[config.mk]
export PLATFORM = sky130hd
export DESIGN_NAME = console_tx_arbiter
export DESIGN_NICKNAME = d
export VERILOG_FILES = /design/src/rtl/console_tx_arbiter.sv
export SDC_FILE = /design/constraint.sdc
export NUM_CORES = 1
export LEC_CHECK = 0
export CORE_MARGIN = 2
export CORE_UTILIZATION = 45
export CTS_BUF_LIST = sky130_fd_sc_hd__clkbuf_8
export DETAILED_ROUTE_END_ITERATION = 10
export PLACE_DENSITY_LB_ADDON = 0.25
export SYNTH_ARGS = -nofsm -noshare
export SYNTH_HDL_FRONTEND = slang
export SYNTH_SLANG_ARGS = --single-unit
export TNS_END_PERCENT = 10
[constraint.sdc]
create_clock -name CLK -period 4.9 [get_ports CLK]
set_input_delay 0.49 -clock CLK [delete_from_list [all_inputs] [get_ports CLK]]
set_output_delay 0.49 -clock CLK [all_outputs]
set_load 0.02 [all_outputs]
[src/rtl/console_tx_arbiter.sv]
// Round-robin arbiter that merges N_REQ 4-phase valid/ack byte producers into
// the single console output stream through a small ready/valid FIFO.
module console_tx_arbiter #(
   parameter int N_REQ      = 2,
   parameter int DATA_W     = 8,
   parameter int FIFO_DEPTH = 4
) (
   input  logic                        CLK,
   input  logic                        RESET,
   input  logic [N_REQ-1:0]            REQ_valid,
   input  logic [N_REQ*DATA_W-1:0]     REQ_data,
   output logic [N_REQ-1:0]            REQ_ack,
   output logic [DATA_W-1:0]           CONSOLE_OUT,
   output logic                        CONSOLE_OUT_valid,
   input  logic                        CONSOLE_OUT_ready,
   output logic [$clog2(FIFO_DEPTH):0] FIFO_count
);
   localparam int PTR_W = $clog2(FIFO_DEPTH);
   localparam int CNT_W = PTR_W + 1;
   localparam int RR_W  = $clog2(N_REQ);
   localparam int RR_W1 = RR_W + 1;

   typedef enum logic {ST_IDLE = 1'b0, ST_ACK = 1'b1} req_state_t;

   req_state_t          state_r [N_REQ];
   logic [DATA_W-1:0]   mem_r [FIFO_DEPTH];
   logic [PTR_W-1:0]    wr_ptr_r;
   logic [PTR_W-1:0]    rd_ptr_r;
   logic [CNT_W-1:0]    count_r;
   logic [RR_W-1:0]     rr_ptr_r;
   logic [N_REQ-1:0]    eligible_s;
   logic                fifo_full_s;
   logic                fifo_empty_s;
   logic                push_s;
   logic                pop_s;
   logic                grant_vld_s;
   logic [RR_W-1:0]     grant_idx_s;
   logic [RR_W:0]       cand_w_s;
   logic [RR_W-1:0]     cand_s;

   assign fifo_full_s       = (count_r == CNT_W'(FIFO_DEPTH));
   assign fifo_empty_s      = (count_r == {CNT_W{1'b0}});
   assign push_s            = grant_vld_s;
   assign pop_s             = !fifo_empty_s && CONSOLE_OUT_ready;
   assign CONSOLE_OUT_valid = !fifo_empty_s;
   assign CONSOLE_OUT       = fifo_empty_s ? {DATA_W{1'b0}} : mem_r[rd_ptr_r];
   assign FIFO_count        = count_r;

   // Per-requester acknowledge and eligibility decode
   always_comb begin
      for (int i = 0; i < N_REQ; i++) begin
         REQ_ack[i]    = (state_r[i] == ST_ACK);
         eligible_s[i] = REQ_valid[i] && (state_r[i] == ST_IDLE);
      end
   end

   // Round-robin search starting at rr_ptr_r; a full FIFO blocks every grant,
   // even when a pop happens on the same edge
   always_comb begin
      grant_vld_s = 1'b0;
      grant_idx_s = {RR_W{1'b0}};
      cand_w_s    = {RR_W1{1'b0}};
      cand_s      = {RR_W{1'b0}};
      for (int k = 0; k < N_REQ; k++) begin
         cand_w_s = {1'b0, rr_ptr_r} + RR_W1'(k);
         if (cand_w_s >= RR_W1'(N_REQ)) begin
            cand_w_s = cand_w_s - RR_W1'(N_REQ);
         end else begin
            cand_w_s = cand_w_s;
         end
         cand_s = cand_w_s[RR_W-1:0];
         if (!fifo_full_s && !grant_vld_s && eligible_s[cand_s]) begin
            grant_vld_s = 1'b1;
            grant_idx_s = cand_s;
         end else begin
            grant_vld_s = grant_vld_s;
         end
      end
   end

   // Requester handshake FSMs and round-robin pointer
   always_ff @(posedge CLK or negedge RESET) begin
      if (!RESET) begin
         for (int i = 0; i < N_REQ; i++) begin
            state_r[i] <= ST_IDLE;
         end
         rr_ptr_r <= {RR_W{1'b0}};
      end else begin
         for (int i = 0; i < N_REQ; i++) begin
            case (state_r[i])
               ST_IDLE: state_r[i] <= (grant_vld_s && (grant_idx_s == RR_W'(i))) ? ST_ACK : ST_IDLE;
               ST_ACK:  state_r[i] <= REQ_valid[i] ? ST_ACK : ST_IDLE;
               default: state_r[i] <= ST_IDLE;
            endcase
         end
         if (grant_vld_s) begin
            rr_ptr_r <= (grant_idx_s == RR_W'(N_REQ - 1)) ? {RR_W{1'b0}} : grant_idx_s + RR_W'(1);
         end else begin
            rr_ptr_r <= rr_ptr_r;
         end
      end
   end

   // Output FIFO storage, pointers and occupancy
   always_ff @(posedge CLK or negedge RESET) begin
      if (!RESET) begin
         for (int e = 0; e < FIFO_DEPTH; e++) begin
            mem_r[e] <= {DATA_W{1'b0}};
         end
         wr_ptr_r <= {PTR_W{1'b0}};
         rd_ptr_r <= {PTR_W{1'b0}};
         count_r  <= {CNT_W{1'b0}};
      end else begin
         if (push_s) begin
            mem_r[wr_ptr_r] <= REQ_data[int'(grant_idx_s)*DATA_W +: DATA_W];
            wr_ptr_r        <= wr_ptr_r + PTR_W'(1);
         end else begin
            wr_ptr_r <= wr_ptr_r;
         end
         if (pop_s) begin
            rd_ptr_r <= rd_ptr_r + PTR_W'(1);
         end else begin
            rd_ptr_r <= rd_ptr_r;
         end
         case ({push_s, pop_s})
            2'b10:   count_r <= count_r + CNT_W'(1);
            2'b01:   count_r <= count_r - CNT_W'(1);
            default: count_r <= count_r;
         endcase
      end
   end

endmodule

After elaboration in Yosys (flattened, before gate mapping)

Index checks and enable logic that the tools add are counted.

Register bits: 42
Output and inout port bits: 14
Word-level logic and storage cells: 73
Bits of input ports: 21

Bitwise logic cells: 5
Multiplexer cells: 25
Equality and inequality tests: 3
Reduce and logical (&&, ||, !) cells: 14
Shift operators: 1
$lt $le $gt $ge: 7
Add/sub/neg operators: 8

Operators with widths:

| kind                                                                                 | count |
|---|---|
| 32-bit bitwise mux                                                                   | 1 |
| 8-bit two-way mux                                                                    | 4 |
| 8-bit binary-select mux with 2-bit select                                            | 1 |
| 8-bit demux with 2-bit select                                                        | 1 |
| 16-bit by 5-bit variable part select with 8-bit output                               | 1 |
| 1-bit two-way mux                                                                    | 15 |
| 1-bit logical AND                                                                    | 9 |
| 3-bit greater-or-equal comparator (second input constant)                            | 2 |
| 2-bit inverter with 3-bit output                                                     | 2 |
| 3-bit case mux with 2 select lines                                                   | 1 |
| 2-bit by 1-bit adder with 2-bit output (second input constant)                       | 2 |
| 1-bit by 2-bit < comparator with 1-bit output (second input constant)                | 2 |
| 1-bit case mux with 2 select lines                                                   | 2 |
| 3-bit by 1-bit adder with 3-bit output (second input constant)                       | 1 |
| 3-bit == test (second input constant)                                                | 1 |
| 1-bit zero test                                                                      | 3 |
| 3-bit zero test                                                                      | 1 |
| 3-bit by 1-bit < comparator with 1-bit output (second input constant)                | 1 |
| 1-bit inverter                                                                       | 3 |
| 3-bit by 1-bit subtractor with 3-bit output (second input constant)                  | 1 |
| 1-bit by 1-bit adder with 2-bit output (second input constant)                       | 1 |
| 2-bit by 1-bit == test with 1-bit output (second input constant)                     | 1 |
| 2-bit == test (second input constant)                                                | 1 |
| 1-bit by 2-bit greater-or-equal comparator with 1-bit output (second input constant) | 1 |
| other kinds (4)                                                                      | 5 |

Logic depth before layout (Yosys ltp)

Gate-level depths: netlist of the first run.

Depth after elaboration: 14
Mapped depth: 9
Depth with buffers taken out: 8

Least setup slack after synthesis of the first run

OpenSTA, ideal clock, no wires.

Path kind: register to register
Start point: register count_r[0] (netlist: FIFO_count[0])
End point: register count_r[2] (netlist: FIFO_count[2])
Data arrival time: 2.182 ns
Period minus slack after synthesis: 2.262 ns
Stages on the path, launching flop included: 10
Setup slack: 2.638 ns
Data required time: 4.820 ns
Setup time: 0.080 ns
Path buffers: 1
Cell sequence: dfrtp_1 > or3b_1 > buf_6 > o21ai_0 > ha_1 > inv_1 > fa_1 > xor2_1 > nor2_1 > xor2_1

Cells in the longest elaborated chain, start to end: 10
Elaborated cells on any way between the ends: 17
Classes of those cells: 2 x add/sub; 3 x eq/ne; 3 x mux; 9 x reduce/logical

Ends and longest elaborated chain:

| element                                                                          | line | text |
|---|---|---|
| from (decl)                                                                      | 29   | `logic [CNT_W-1:0] count_r;` |
| from (signal assigned)                                                           | 112  | `count_r <= {CNT_W{1'b0}};` |
| from (signal assigned)                                                           | 126  | `2'b10: count_r <= count_r + CNT_W'(1);` |
| from (signal assigned)                                                           | 127  | `2'b01: count_r <= count_r - CNT_W'(1);` |
| 3-bit == test                                                                    | 41   | `assign fifo_full_s = (count_r == CNT_W'(FIFO_DEPTH));` |
| 1-bit zero test                                                                  | 72   | `if (!fifo_full_s && !grant_vld_s && eligible_s[cand_s]) begin` |
| 1-bit logical AND                                                                | 72   |  |
| 1-bit two-way mux                                                                | 72   |  |
| 1-bit zero test                                                                  | 72   |  |
| 1-bit logical AND (2 in series)                                                  | 72   |  |
| 1-bit two-way mux                                                                | 72   |  |
| 2-bit by 1-bit == test with 1-bit output / 2-bit == test (equally long branches) | 125  | `case ({push_s, pop_s})` |
| 3-bit case mux with 2 select lines / 2-bit nonzero test (equally long branches)  | n/a  |  |

Parallel ways exist; a longest one is shown, timed or not.
A chain may end at the register's enable or synchronous reset.

Final worst setup path of the first run

Start point: register rd_ptr_r[0]
End point: output port CONSOLE_OUT[1]

Cells in the longest elaborated chain, start to end: 5

Ends and longest elaborated chain:

| element                                                | line | text |
|---|---|---|
| from (decl)                                            | 28   | `logic [PTR_W-1:0] rd_ptr_r;` |
| from (signal assigned)                                 | 111  | `rd_ptr_r <= {PTR_W{1'b0}};` |
| from (signal assigned)                                 | 121  | `rd_ptr_r <= rd_ptr_r + PTR_W'(1);` |
| from (signal assigned)                                 | 123  | `rd_ptr_r <= rd_ptr_r;` |
| 2-bit inverter with 3-bit output (implied by the code) | 46   | `assign CONSOLE_OUT = fifo_empty_s ? {DATA_W{1'b0}} : mem_r[rd_ptr_r];` |
| 8-bit binary-select mux with 2-bit select              | 46   |  |
| 8-bit two-way mux (implied by the code) (2 in series)  | 46   |  |
| 8-bit two-way mux                                      | 46   |  |
| to (decl)                                              | 13   | `output logic [DATA_W-1:0] CONSOLE_OUT,` |

Every way passes these cells. The select of a mux whose other input is x is not followed.

==> impl_metrics.csv, run 1 <==
group,metric,value,unit
clocking,cts-root-buf,"clkbuf_8",
critical_path,cp-startpoint,"rd_ptr_r[0]",
power_and_ir_drop,cellPowerDensity,698,mW/mm^2
timing,setup_tns,0,ps
critical_path,start_kind,"flop",
die,die-area,0.00528,sq mm
routing,avgRoutedWirePerCell,15.7,um
run_status,status,"complete, no violations",
logic_synthesis,synth_common_cells,"42 x dfrtp_1, 34 x nand2_1, 19 x o21ai_1",
logic_synthesis,syn-num-nets,207,
final_layout,post_route_cells_drive_above_1_share,0.144,
global_route,grt_first_pass_wirelength,7.21,mm
critical_path,worstReg2RegEnd,"FIFO_count[2]",
placement,port_buffers,34,
power_and_ir_drop,total_power,1.83,mW
logic_synthesis,synthArstFlopShare,1.00,
critical_path,r2r-start,"FIFO_count[0]",
timing,relSlewSlack,0.166,
final_layout,post-route-cell-area,0.00262,sq mm
routing,ant_nets,0,
placement,gp_congestion,0.692,
timing,post-route-min-period,2850,ps
global_route,grt_max_degree,43,
critical_path,r2r_slack,2520,ps
timing,fin_crit_sh,0.581,
power_and_ir_drop,ir_drop,411,uV
min_path,hp-class,"input pin to async pin",
final_layout,stdcell_count,267,
critical_path,reg2reg_depth,8,
global_route,gr-total-overflow,0,
logic_synthesis,ys.flop_type,"dfrtp_1",
die,start_util,0.477,
placement,post-place-ws,2210,ps
final_layout,fin_nets,241,
logic_synthesis,syn_area_per_cell,11.8,sq um
die,fp.dieH,72.6,um
critical_path,arrival,2360,ps
clocking,clk_pin_slew,80,ps
routing,initialDrtViolationCount,103,
clocking,cts_setup_buffers,0,
critical_path,crit_fanout,10,
die,core_area,0.00444,sq mm
final_layout,multi_input_area,981,sq um
timing,finalMaxSlewViolations,0,
power_and_ir_drop,p_leak,1.11,nW
logic_synthesis,synth_edf_count,0,
global_route,grt_usage,0.181,
global_route,antenna_found_initial,0,
clocking,clock-sinks,42,
timing,fin_skew,4.86,ps
final_layout,fin_util,0.589,
placement,dp_cells,259,
routing,vias,1407,
final_layout,diodes,0,
critical_path,cp-end-kind,"output pin",
die,die_w,72.6,um
timing,setup_violations,0,
final_layout,areaGrowthSynthToFinish,23.4,%
clocking,clock_latency,290,ps
routing,wirelength,4.18,mm
clocking,cts.repair.resized,0,
logic_synthesis,yosys.cell_count.top_type,"dfrtp_1",
clocking,cts_max_level,2,
logic_synthesis,synth.area.top_cells,"dfrtp_1 50%, mux2i_4 8.5%, mux4_2 8.5%",
die,num_rows,24,
placement,place_area,0.00247,sq mm
critical_path,worstSetupPathType,"flop to output pin",
timing,hold_viol_final,0,
logic_synthesis,synthCells,180,
timing,fin_hold_ws,335,ps
logic_synthesis,syn_area,0.00212,sq mm
logic_synthesis,synth_top_cell_area_share,0.496,
routing,first_pass_iters,4,
timing,rsz0062_at_grt,"false",
clocking,cts_buffers,5,
logic_synthesis,ys_seq_elements,42,
final_layout,fill_cells,389,
timing,setup_slack,2050,ps
critical_path,cp_data_required_time,4410,ps
clocking,cts-hold-fix-buffers,0,
final_layout,area.sequential,0.00105,sq mm
critical_path,crit_end,"CONSOLE_OUT[1]",
routing,drc,0,
placement,hpwl,2.93,mm
logic_synthesis,synth.distinct_cells,27,
clocking,cts_buffer_depth,2,
logic_synthesis,synth_top_cell_by_area,"dfrtp_1",
logic_synthesis,yosysWarnings,0,
timing,fmax,351,MHz
logic_synthesis,ys_seq_area_frac,0.496,
flow_run,max_cap_violations,0,
routing,vias_per_cell,5.27,
clocking,tritoncts,"done",
timing,worstMarginPinSlew,1250,ps
die,ios,35,
global_route,grt_pass1_vias,1501,
[worst min path at each step]
stage	endpoint	from	depth (start not counted)	slack [ps]
3_5_place_dp	mem_r[29]	mem_r[29]	2	470
6_report	mem_r[28]	RESET	1	340
4_1_cts	mem_r[22]	RESET	1	360
2_1_floorplan	FIFO_count[0]	RESET	0	190
3_3_place_gp	mem_r[5]	mem_r[5]	2	460
5_1_grt	mem_r[28]	RESET	1	420
[routing by layer]
layer / part of all wire / vias up / track usage
met5: 0 / - / 0
met4: 0.012 / 0 / 0.0535
met3: 0.047 / 7 / 0.0345
met2: 0.51 / 39 / 0.307
met1: 0.43 / 676 / 0.236
li1: - / 685 / -
[layout by cell type, fill, tap and decap left out, drive strengths merged]
cell / n
xnor2: 3
clkbuf: 6
fa: 1
or3b: 2
and3: 1
a31oi: 1
nand2: 34
a21oi: 3
and2: 9
mux2: 1
nor2b: 4
buf: 4
mux4: 8
nor2: 1
inv: 5
clkdlybuf4s50: 33
o211ai: 4
xor2: 3
or3: 1
dfrtp: 42
o21ai: 33
bufinv: 2
ha: 5
mux2i: 9
[cell type report]
| type | instances | share of cell area |
|---|---|---|
| Clock buffer | 6 | 0.0316 |
| Multi-Input combinational cell | 123 | 0.375 |
| Timing Repair Buffer | 37 | 0.137 |
| Tap cell | 52 | 0.0249 |
| Inverter | 5 | 0.00717 |
| Sequential cell | 42 | 0.402 |
| Clock inverter | 2 | 0.0230 |
[state kept, by name, indices dropped and copies added, names as in the netlist]
register,count
FIFO_count,3
rr_ptr_r,1
wr_ptr_r,2
mem_r,32
REQ_ack,2
rd_ptr_r,2
[power by group]
| part | internal (mW) | switching (mW) | total (mW) |
|---|---|---|---|
| sequential | 0.509 | 0.137 | 0.647 |
| clock | 0.217 | 0.117 | 0.334 |
| combinational | 0.442 | 0.404 | 0.845 |
| total | 1.17 | 0.657 | 1.83 |
[cell families after synthesis]
family	share of synthesized area
buffers and inverters	0.0413
AO/OA/AOI/OAI	0.102
AND/OR/NAND/NOR	0.117
flip-flops	0.496
XOR/XNOR	0.0248
adder cells (fa/ha/maj)	0.0390
multiplexers	0.180
[critical path, stage by stage (launching register included)]
cell and delay, ps:
dfrtp_1 770, mux4_2 590, and2_1 170, clkdlybuf4s50_1 530
(Power assumes the default switching activity.)
==> run 2: changes to the inputs <==
Clock period 4.9 ns to 2.7 ns, I/O delays scaled along.
==> impl_metrics.csv, run 2 (synthesis gave the netlist of run 1 again) <==
group,metric,value,unit
run_status,status,"complete, no violations",
placement,port_buffers,34,
timing,fin_skew,4.56,ps
power_and_ir_drop,p_switching,1.17,mW
clocking,clock_latency,290,ps
global_route,grt_busiest_layer,"met2",
final_layout,largest_reg_flops,32,
power_and_ir_drop,p_leak,1.10,nW
critical_path,crit_fanout,10,
clocking,cts-hold-fix-buffers,0,
routing,wirelength,4.04,mm
routing,ant_nets,0,
routing,vias,1414,
timing,worstMarginPinSlew,905,ps
power_and_ir_drop,total_power,3.09,mW
power_and_ir_drop,combPwrFrac,0.515,
min_path,hp-class,"input pin to async pin",
timing,post-route-min-period,2360,ps
placement,hpwl,2.87,mm
clocking,clock-sinks,42,
power_and_ir_drop,power_frac_seq,0.365,
critical_path,reg2reg_depth,8,
timing,fmax,423,MHz
final_layout,fill_cells,371,
clocking,cts_buffers,5,
final_layout,diodes,0,
critical_path,cp_slowest_cell,"or3b_1",
global_route,grt_first_pass_wirelength,7.18,mm
global_route,grt_use_met3,0.0483,
clocking,cts_buffer_depth,2,
final_layout,fin_util,0.579,
global_route,grt_max_degree,43,
timing,setup_tns,0,ps
critical_path,cp_num_buf_inv,1,
critical_path,worstSetupPathType,"flop to flop",
power_and_ir_drop,switching_share,0.378,
critical_path,max_stage_delay,520,ps
critical_path,worstReg2RegEnd,"FIFO_count[2]",
critical_path,r2r-start,"FIFO_count[0]",
die,die-area,0.00528,sq mm
clocking,cts-root-buf,"clkbuf_8",
routing,avgRoutedWirePerCell,15.0,um
die,start_util,0.477,
global_route,grtUsageMet2,0.311,
critical_path,cp_data_required_time,2920,ps
routing,initialDrtViolationCount,59,
critical_path,cp-startpoint,"FIFO_count[0]",
critical_path,cp-end-kind,"flop",
clocking,cts_max_level,2,
critical_path,crit_end,"FIFO_count[2]",
timing,relSlewSlack,0.397,
timing,rsz0062_at_grt,"false",
timing,hold_viol_final,0,
power_and_ir_drop,cellPowerDensity,1200,mW/mm^2
power_and_ir_drop,clkPwrFrac,0.120,
timing,finalMaxSlewViolations,0,
routing,vias_per_cell,5.26,
final_layout,layout_commonest_cell,"dfrtp_1",
critical_path,arrival,2580,ps
critical_path,path_delay_family,"simple AND/OR/NAND/NOR gates",
placement,dp_cells,262,
clocking,cts.repair.resized,0,
power_and_ir_drop,p_int,1.92,mW
die,fp.dieH,72.6,um
flow_run,max_cap_violations,0,
final_layout,regMostFlops,"mem_r",
global_route,antenna_found_initial,0,
critical_path,r2r_slack,340,ps
global_route,grt_pass1_vias,1511,
timing,setup_violations,0,
final_layout,fin_nets,244,
die,num_rows,24,
placement,gp_congestion,0.700,
global_route,gr-total-overflow,0,
global_route,grt_usage,0.179,
die,die_w,72.6,um
clocking,cts_setup_buffers,0,
critical_path,start_kind,"flop",
routing,first_pass_iters,6,
clocking,clk_pin_slew,70,ps
timing,fin_crit_sh,0.875,
global_route,met1_usage,0.224,
critical_path,cp_num_cells,8,
die,ios,35,
critical_path,critical_path.most_common_cell,"xor2_1",
die,core_area,0.00444,sq mm
final_layout,post_route_cells_drive_above_1_share,0.143,
final_layout,areaGrowthSynthToFinish,21.4,%
routing,drc,0,
clocking,tritoncts,"done",
power_and_ir_drop,ir_drop,459,uV
critical_path,crit_chain,"or3b_1 -> o21ai_0 -> ha_1 -> inv_1 -> fa_1 -> xor2_1 -> nor2_1 -> xor2_1",
final_layout,final_cell_mix,"42 x dfrtp_1, 34 x nand2_1, 33 x clkdlybuf4s50_1",
final_layout,stdcell_count,269,
[run 2: cell types whose count changed in the layout (fill, tap and decap cells not counted)]
cell       before  now
clkbuf_8        6    5
bufinv_16       2    0
inv_1           5    7
buf_4           3    6
[run 2: final cells by class]
type,instances,area [sq um],share of cell area
multi-input cells,123,981,0.381
repair buffers,40,380,0.148
flip-flops and latches,42,1050,0.409
clock buffers,5,68.8,0.0268
inverters,5,18.8,0.00730
well taps,52,65.1,0.0253
clock inverters,2,7.51,0.00292
[run 2: how the worst min path moves through the flow]
stage                from       endpoint  slack (ps)  depth (start not counted)
global route        RESET      mem_r[12]         190                          1
detailed placement  RESET      mem_r[12]         460                          1
CTS                 RESET      mem_r[12]         140                          1
global placement    RESET      mem_r[28]         430                          1
floorplan           RESET  FIFO_count[0]         -30                          0
finish              RESET      mem_r[12]         110                          1
[run 2: worst register-to-register path, cell delays in order (launching register included)]
cell     delay [ps]
dfrtp_1         430
or3b_1          530
o21ai_0         240
ha_1            260
inv_1            60
fa_1            370
xor2_1          150
nor2_1          110
xor2_1          150
[run 2: metrics by stage]
step                hold slack [ps]  cell area [sq um]  setup WS (ps)
floorplan                     -25.6               2120            438
global placement                432               2500            291
detailed placement              456               2500            238
CTS                             141               2570            334
global route                    187               2570            156
finish                          108               2570            336
[run 2: layer usage]
layer | share of wire | wire [um]
met2 | 0.51 | 2060
met5 | 0 | 0
met1 | 0.43 | 1750
met3 | 0.043 | 175
met4 | 0.012 | 50
[run 2: power groups by stage]
| stage | Combinational, mW | Clock (mW) | Sequential [mW] |
|---|---|---|---|
| 2_1_floorplan | 1.09 | 0 | 1.09 |
| 3_3_place_gp | 1.56 | 0 | 1.11 |
| 3_5_place_dp | 1.62 | 0 | 1.14 |
| 4_1_cts | 1.62 | 0.380 | 1.13 |
| 5_1_grt | 1.75 | 0.409 | 1.17 |
| 6_report | 1.59 | 0.372 | 1.13 |
==> run 3: changes to the inputs <==
Settings changed: CAP_MARGIN set to 10, CORE_MARGIN 2 to not set.
==> impl_metrics.csv, run 3 (synthesis gave the netlist of run 1 again) <==
group,metric,value,unit
timing,fmax,414,MHz
clocking,cts-hold-fix-buffers,0,
clocking,cts_max_level,2,
routing,avgRoutedWirePerCell,15.6,um
placement,hpwl,2.97,mm
die,die_w,70.6,um
power_and_ir_drop,p_int,2.05,mW
power_and_ir_drop,p_leak,1.11,nW
clocking,cts-root-buf,"clkbuf_8",
placement,gp_congestion,0.801,
timing,hold_viol_final,0,
critical_path,arrival,2640,ps
final_layout,diodes,0,
clocking,clk_pin_slew,80,ps
routing,ant_nets,0,
global_route,grt_pass1_vias,1501,
die,die-area,0.00499,sq mm
run_status,status,"complete, but fails checks",
critical_path,worstSetupPathType,"flop to flop",
power_and_ir_drop,switching_share,0.367,
routing,drc,6,
routing,initialDrtViolationCount,134,
routing,wirelength,4.21,mm
routing,vias,1433,
min_path,hp-class,"input pin to async pin",
final_layout,fin_nets,244,
timing,finalMaxSlewViolations,0,
routing,vias_per_cell,5.33,
run_status,violations,"design-rule violations",
final_layout,regMostFlops,"mem_r",
power_and_ir_drop,ir_drop,516,uV
final_layout,final_cell_mix,"42 x dfrtp_1, 34 x nand2_1, 33 x clkdlybuf4s50_1",
timing,relSlewSlack,0.366,
power_and_ir_drop,power_frac_seq,0.349,
final_layout,post_route_cells_drive_above_1_share,0.152,
placement,post-place-ws,156,ps
power_and_ir_drop,total_power,3.23,mW
timing,rsz0062_at_grt,"false",
global_route,grt_max_degree,43,
critical_path,cp_data_required_time,2920,ps
global_route,gr-total-overflow,0,
global_route,grt_usage,0.196,
clocking,cts_setup_buffers,0,
timing,post-route-min-period,2410,ps
power_and_ir_drop,cellPowerDensity,1240,mW/mm^2
timing,setup_slack,286,ps
final_layout,areaGrowthSynthToFinish,23.1,%
clocking,clock-sinks,42,
timing,fin_crit_sh,0.894,
global_route,antenna_found_initial,0,
clocking,tritoncts,"done",
clocking,cts_buffers,5,
clocking,cts.repair.resized,0,
timing,setup_violations,0,
clocking,clock_latency,290,ps
timing,fin_skew,8.12,ps
die,ios,35,
final_layout,layout_commonest_cell,"dfrtp_1",
final_layout,area.sequential,0.00105,sq mm
power_and_ir_drop,clkPwrFrac,0.157,
global_route,grt_first_pass_wirelength,7.34,mm
die,fp.dieH,70.6,um
final_layout,multi_input_area,981,sq um
flow_run,max_cap_violations,0,
power_and_ir_drop,combPwrFrac,0.494,
critical_path,cp-end-kind,"flop",
timing,setup_tns,0,ps
final_layout,largest_reg_flops,32,
timing,worstMarginPinSlew,950,ps
routing,first_pass_iters,7,
final_layout,fill_cells,376,
die,num_rows,24,
clocking,cts_buffer_depth,2,
critical_path,start_kind,"flop",
power_and_ir_drop,p_switching,1.19,mW
die,core_area,0.00444,sq mm
placement,port_buffers,34,
die,start_util,0.477,
critical_path,crit_fanout,10,
==> run 3: area by class of cell <==
type,instances,share of cell area
clock buffers,6,0.0317
clock inverters,1,0.0115
inverters,5,0.00719
multi-input cells,123,0.376
flip-flops and latches,42,0.403
well taps,52,0.0249
repair buffers,40,0.146
==> run 3: power groups by stage <==
| stage | combinational, mW | sequential, mW | clock, mW |
|---|---|---|---|
| 6_report | 1.60 | 1.13 | 0.509 |
| 5_1_grt | 1.75 | 1.18 | 0.549 |
| 4_1_cts | 1.61 | 1.13 | 0.522 |
| 3_5_place_dp | 1.61 | 1.14 | 0 |
| 3_3_place_gp | 1.56 | 1.11 | 0 |
| 2_1_floorplan | 1.09 | 1.09 | 0 |
==> run 3: critical path: stages (launching register included) <==
cell and delay [ps]:
dfrtp_1 440, or3b_1 520, o21ai_0 250, ha_1 270, inv_1 70, fa_1 380, xor2_1 150, nor2_1 110
xor2_1 150
==> run 3: per-layer routing <==
| layer | routed length [um] | vias up | GRT usage |
|---|---|---|---|
| li1 | - | 694 | - |
| met1 | 1890 | 704 | 0.241 |
| met5 | 0 | - | 0 |
| met4 | 82 | 0 | 0.0800 |
| met3 | 167 | 8 | 0.0456 |
| met2 | 2070 | 27 | 0.335 |
==> run 3: per-stage QoR <==
stage / util / cell area [sq um] / std cells / hold WS, ps
2_1_floorplan: - / 2120 / 180 / -25.6
3_3_place_gp: 0.562 / 2500 / 262 / 441
3_5_place_dp: 0.562 / 2500 / 262 / 466
4_1_cts: 0.587 / 2610 / 269 / 148
5_1_grt: 0.587 / 2610 / 269 / 186
6_report: 0.587 / 2610 / 269 / 121
==> run 3: final timing paths <==
check	cells after the start	startpoint	endpoint	slack, ps
min in group CLK	2	mem_r[13]	mem_r[13]	480
max reg2reg	8	FIFO_count[0]	FIFO_count[2]	290
max	8	FIFO_count[0]	FIFO_count[2]	290
min	1	RESET	mem_r[16]	120
min reg2reg	2	mem_r[13]	mem_r[13]	480
max in group asynchronous	1	RESET	mem_r[2]	1990
